[src/rtl/mux8way_arbiter_if.sv]
// Bus bundle for the 8-way round-robin gathering arbiter: eight valid/ready
// source lanes on the input side, one registered tagged stream on the output.
interface mux8way_arbiter_if #(
  parameter int D_WIDTH = 16
);
  logic [7:0]           in_valid;
  logic [8*D_WIDTH-1:0] in_data;
  logic [7:0]           in_ready;
  logic                 out_valid;
  logic [D_WIDTH-1:0]   out_data;
  logic [2:0]           out_sel;
  logic                 out_ready;

  // Arbiter side.
  modport slave (
    input  in_valid, in_data, out_ready,
    output in_ready, out_valid, out_data, out_sel
  );

  // Producer/consumer side.
  modport master (
    output in_valid, in_data, out_ready,
    input  in_ready, out_valid, out_data, out_sel
  );
endinterface

[src/rtl/mux8way_arbiter.sv]
// Merges eight valid/ready sources into one registered stream using a
// round-robin grant; each beat is tagged with its 3-bit source index.
module mux8way_arbiter #(
  parameter int D_WIDTH = 16
) (
  input  logic              clk,
  input  logic              reset_n,
  mux8way_arbiter_if.slave  bus
);

  logic [2:0]         r_last;
  logic               r_out_valid;
  logic [D_WIDTH-1:0] r_out_data;
  logic [2:0]         r_out_sel;

  logic               w_can_accept;
  logic               w_found;
  logic [2:0]         w_grant_idx;
  logic [2:0]         w_cand;
  logic [D_WIDTH-1:0] w_grant_data;
  logic               w_transfer;

  // The output register can take a new beat when empty or draining this cycle.
  assign w_can_accept = !r_out_valid || bus.out_ready;

  // Round-robin search starting one past the last winner, wrapping 7 -> 0.
  always_comb begin
    // NOTE: every signal driven here gets a default first, so no path leaves
    // it unassigned and no latch is inferred.
    w_found     = 1'b0;
    w_grant_idx = 3'd0;
    w_cand      = 3'd0;
    for (int k = 0; k < 8; k++) begin
      w_cand = r_last + 3'd1 + 3'(k);
      if (!w_found && bus.in_valid[w_cand]) begin
        w_found     = 1'b1;
        w_grant_idx = w_cand;
      end
    end
  end

  always_comb begin
    w_grant_data = '0;
    for (int k = 0; k < 8; k++) begin
      if (w_grant_idx == 3'(k)) begin
        w_grant_data = bus.in_data[k*D_WIDTH +: D_WIDTH];
      end
    end
  end

  assign w_transfer   = reset_n && w_can_accept && w_found;
  assign bus.in_ready = w_transfer ? (8'b1 << w_grant_idx) : 8'b0;

  always_ff @(posedge clk) begin
    // NOTE: sequential state uses non-blocking assignments so every register
    // samples pre-edge values regardless of statement order.
    if (!reset_n) begin
      r_out_valid <= 1'b0;
      r_out_data  <= '0;
      r_out_sel   <= 3'd0;
      r_last      <= 3'd7;
    end else if (w_transfer) begin
      r_out_valid <= 1'b1;
      r_out_data  <= w_grant_data;
      r_out_sel   <= w_grant_idx;
      r_last      <= w_grant_idx;
    end else if (r_out_valid && bus.out_ready) begin
      r_out_valid <= 1'b0;
    end
  end

  assign bus.out_valid = r_out_valid;
  assign bus.out_data  = r_out_data;
  assign bus.out_sel   = r_out_sel;

endmodule

[src/flat_wrapper.sv]
// flat-port wrapper written by rule: the top's interface ports become plain ports
module mux8way_arbiter_flat 
#(
  parameter int D_WIDTH = 16
)
  (clk, reset_n, bus_in_valid, bus_in_data, bus_out_ready, bus_in_ready, bus_out_valid, bus_out_data, bus_out_sel);
  mux8way_arbiter_if #(.D_WIDTH(D_WIDTH)) bus_i ();
  input  logic clk;
  input  logic reset_n;
  input wire logic [$bits(bus_i.in_valid)-1:0] bus_in_valid;
  input wire logic [$bits(bus_i.in_data)-1:0] bus_in_data;
  input wire logic [$bits(bus_i.out_ready)-1:0] bus_out_ready;
  output wire logic [$bits(bus_i.in_ready)-1:0] bus_in_ready;
  output wire logic [$bits(bus_i.out_valid)-1:0] bus_out_valid;
  output wire logic [$bits(bus_i.out_data)-1:0] bus_out_data;
  output wire logic [$bits(bus_i.out_sel)-1:0] bus_out_sel;
  assign bus_i.in_valid = bus_in_valid;
  assign bus_i.in_data = bus_in_data;
  assign bus_i.out_ready = bus_out_ready;
  assign bus_in_ready = bus_i.in_ready;
  assign bus_out_valid = bus_i.out_valid;
  assign bus_out_data = bus_i.out_data;
  assign bus_out_sel = bus_i.out_sel;
  mux8way_arbiter #(.D_WIDTH(D_WIDTH)) u_core (.clk(clk), .reset_n(reset_n), .bus(bus_i));
endmodule
[config.mk]
export PLATFORM = sky130hd
export DESIGN_NAME = mux8way_arbiter_flat
export DESIGN_NICKNAME = d
export VERILOG_FILES = /design/src/rtl/mux8way_arbiter_if.sv /design/src/rtl/mux8way_arbiter.sv /design/src/flat_wrapper.sv
export SDC_FILE = /design/constraint.sdc
export NUM_CORES = 1
export LEC_CHECK = 0
export CORE_UTILIZATION = 41
export CTS_BUF_LIST = sky130_fd_sc_hd__clkbuf_8
export DETAILED_ROUTE_END_ITERATION = 8
export PLACE_DENSITY = 0.87
export SYNTH_ARGS = -nofsm -noshare
export SYNTH_HDL_FRONTEND = slang
export SYNTH_SLANG_ARGS = --single-unit
export TNS_END_PERCENT = 20
[constraint.sdc]
create_clock -name clk -period 6.93 [get_ports clk]
set_clock_uncertainty 0.2 [all_clocks]
set_input_delay 0.693 -clock clk [delete_from_list [all_inputs] [get_ports clk]]
set_output_delay 0.693 -clock clk [all_outputs]
set_load 0.05 [all_outputs]
==> results.json <==
{
  "num_io_pins": 167,
  "holdBufCountCts": 0,
  "grt_max_degree": 52,
  "critPathMaxStageDelay_ns": 0.81,
  "die_h_um": 90.1,
  "start_util_pct": 43.2,
  "antenna_cells": 0,
  "setup_viol": 0,
  "drv_cap": 0,
  "htree_levels": 1,
  "netlist_area_sq_um": 3180,
  "drive_above_1_share_pct": 13.7,
  "worst_slack_ns": 0.570,
  "syn_to_final_growth_pct": 55.0,
  "post_cts_buffers": 0,
  "cts_tree": "built",
  "crit_slowest_cell": "dfxtp_1",
  "coreArea_sq_um": 7370,
  "synth-edff-count": 0,
  "start_kind": "flip-flop",
  "synth_top_area_share_pct": 14.5,
  "outcome": "completed",
  "vias_per_cell": 5.98,
  "route.detailed.drc": 0,
  "clkLatencyLatePin_ns": 0.27,
  "crit_chain": "clkinv_1, ha_1, mux4_2, or4_4, nor3_4, nand3_1, a21oi_1, or3_1, nand2_1, nor2_1, clkdlybuf4s50_1",
  "rsz0062_at_grt": "false",
  "drtIter0Drc": 259,
  "worstMarginPinSlew_ns": 1.00,
  "period_share_pct": 91.8,
  "dr.pass1.iters": 5,
  "clkSinkCount": 23,
  "wirelength_um": 12400,
  "final_hold_viol_count": 0,
  "ant_nets": 0,
  "synth_seq_cells": 23,
  "syn_inst": 392,
  "post-place-ws_ns": 0.857,
  "tns_ns": 0,
  "cp_top_family": "simple AND/OR/NAND/NOR gates",
  "grt_use_total_pct": 29.4,
  "dp_hpwl_um": 9330,
  "final_cells": 639,
  "crit_path_end_kind": "output pin",
  "cts_resized": 0,
  "wl_per_cell_um": 19.4,
  "portBuffers": 166,
  "gp_congestion": 0.891,
  "antenna_found_initial": 0,
  "critPathKind": "reg -> out",
  "cp.required_ns": 6.04,
  "yosysWarnings": 0,
  "crit_buf_inv": 2,
  "hold_class": "reg -> reg",
  "relSlewSlack_pct": 32.8,
  "die_area_sq_um": 8110,
  "synth_ff_type": "dfxtp_1",
  "async_reset_ff_share_pct": 0,
  "grt_overflow": 0,
  "rows": 31,
  "fin_nets": 682,
  "clk_pin_slew_ns": 0.09,
  "fmax_mhz": 157,
  "grt_pass1_wl_um": 19200,
  "avgSynthCellArea_sq_um": 8.11,
  "synth-seq-area-share_pct": 14.5,
  "via_count": 3823,
  "grt_pass1_vias": 3558,
  "slew_violations": 0,
  "fp.dieW_um": 90.1,
  "synthTopCellsByArea": "dfxtp_1, mux2i_1, mux2_2, mux4_2, nor2_1",
  "root_buffer": "clkbuf_8",
  "yosys.area.top_type": "dfxtp_1",
  "dp_cells": 635,
  "synth_cell_type_count": 59,
  "fin_crit_ns": 6.36,
  "cts_inserted_buffers": 3,
  "arrival_ns": 5.47,
  "syn_nets": 533,
  "clockBufferDepth": 2,
  "cp_max_fo": 16
}
stage by stage:
step	hold slack (ns)	util [%]	cell area, sq um
floorplan	0.244	-	3180
global placement	0.278	66.3	4880
detailed placement	0.293	66.3	4880
CTS	0.307	66.9	4930
global route	0.332	66.9	4930
finish	0.316	66.9	4930
cells in the final DEF (no fill, tap or decap), drive strengths merged, types with 4 or more instances in the layout:
master and n:
a21oi 23, a22o 17, a22oi 4, a311o 16
and2 19, buf 16, clkdlybuf4s50 160, dfxtp 23
inv 6, mux2 21, mux2i 24, mux4 10
nand2 34, nand2b 4, nand3 7, nor2 48
nor3 7, nor4 6, o21ai 37, o2bb2ai 16
synthesized netlist by cell type (3+ instances only):
library cell	n
a21o_1	3
a21oi_1	12
a21oi_2	11
a22o_1	17
a22oi_1	4
a311o_1	16
and2_1	18
buf_2	14
buf_4	6
buf_6	3
clkbuf_1	8
dfxtp_1	23
inv_1	5
mux2_2	21
mux2i_1	24
mux4_2	10
nand2_1	34
nand2b_1	4
nand3_1	6
nor2_1	47
nor3_4	3
nor4_1	5
o21ai_0	26
o21ai_1	11
o2bb2ai_1	16
registers in the layout, indices dropped and copies added (netlist names):
| register | cells |
|---|---|
| u_core.bus.out_sel | 3 |
| u_core.r_last | 3 |
| u_core.bus.out_valid | 1 |
| u_core.bus.out_data | 16 |
layout make-up:
type,count,area (sq um)
Multi-Input combinational cell,331,2520
Timing Repair Buffer,176,1760
Tap cell,99,124
Clock inverter,1,3.75
Fill cell,585,2440
Clock buffer,3,41.3
Sequential cell,23,460
Inverter,6,22.5
path summary, 6_finish.rpt:
| check | start | cells after the start | endpoint | slack (ns) |
|---|---|---|---|---|
| min | u_core.r_last[1]$_SDFFE_PN1P_ | 2 | u_core.r_last[1]$_SDFFE_PN1P_ | 0.32 |
| max reg2reg | u_core.r_last[0]$_SDFFE_PN1P_ | 12 | u_core.bus.out_data[5]$_SDFFE_PN0P_ | 1.07 |
| min reg2reg | u_core.r_last[1]$_SDFFE_PN1P_ | 2 | u_core.r_last[1]$_SDFFE_PN1P_ | 0.32 |
| max | u_core.r_last[0]$_SDFFE_PN1P_ | 11 | bus_in_ready[2] | 0.57 |
worst reg2reg max path, stage by stage, from the launching register on:
cell and delay [ns]:
dfxtp_1 0.81, clkinv_1 0.45, ha_1 0.68, mux4_2 0.68
or4_4 0.60, nor3_4 0.26, a31o_4 0.19, nor2_2 0.07
nor3_4 0.23, buf_4 0.58, mux2_2 0.46, a22o_1 0.18
a311o_1 0.35
per-layer routing:
metal | up-vias | part of all wire, % | track usage (%)
met1 | 1773 | 42 | 38.5
met4 | 0 | 3.8 | 12.0
li1 | 1787 | - | -
met5 | - | 0 | 0
met3 | 38 | 7.5 | 4.31
met2 | 225 | 47 | 48.2
logic make-up (layout without fill, tap and decap cells):
| group | count (synthesis) | after routing | share of synthesized area [%] |
|---|---|---|---|
| simple gates | 138 | 138 | 22.7 |
| compound gates | 131 | 131 | 30.7 |
| mux | 55 | 55 | 22.1 |
| buf+inv | 38 | 186 | 6.45 |
| flops | 23 | 23 | 14.5 |
| xor+xnor | 5 | 5 | 2.75 |
| fa+ha+maj | 2 | 2 | 0.787 |
Power is left out: the tool's default activity adds up to more than one toggle a clock period on the data nets, which glitch-free logic cannot reach.
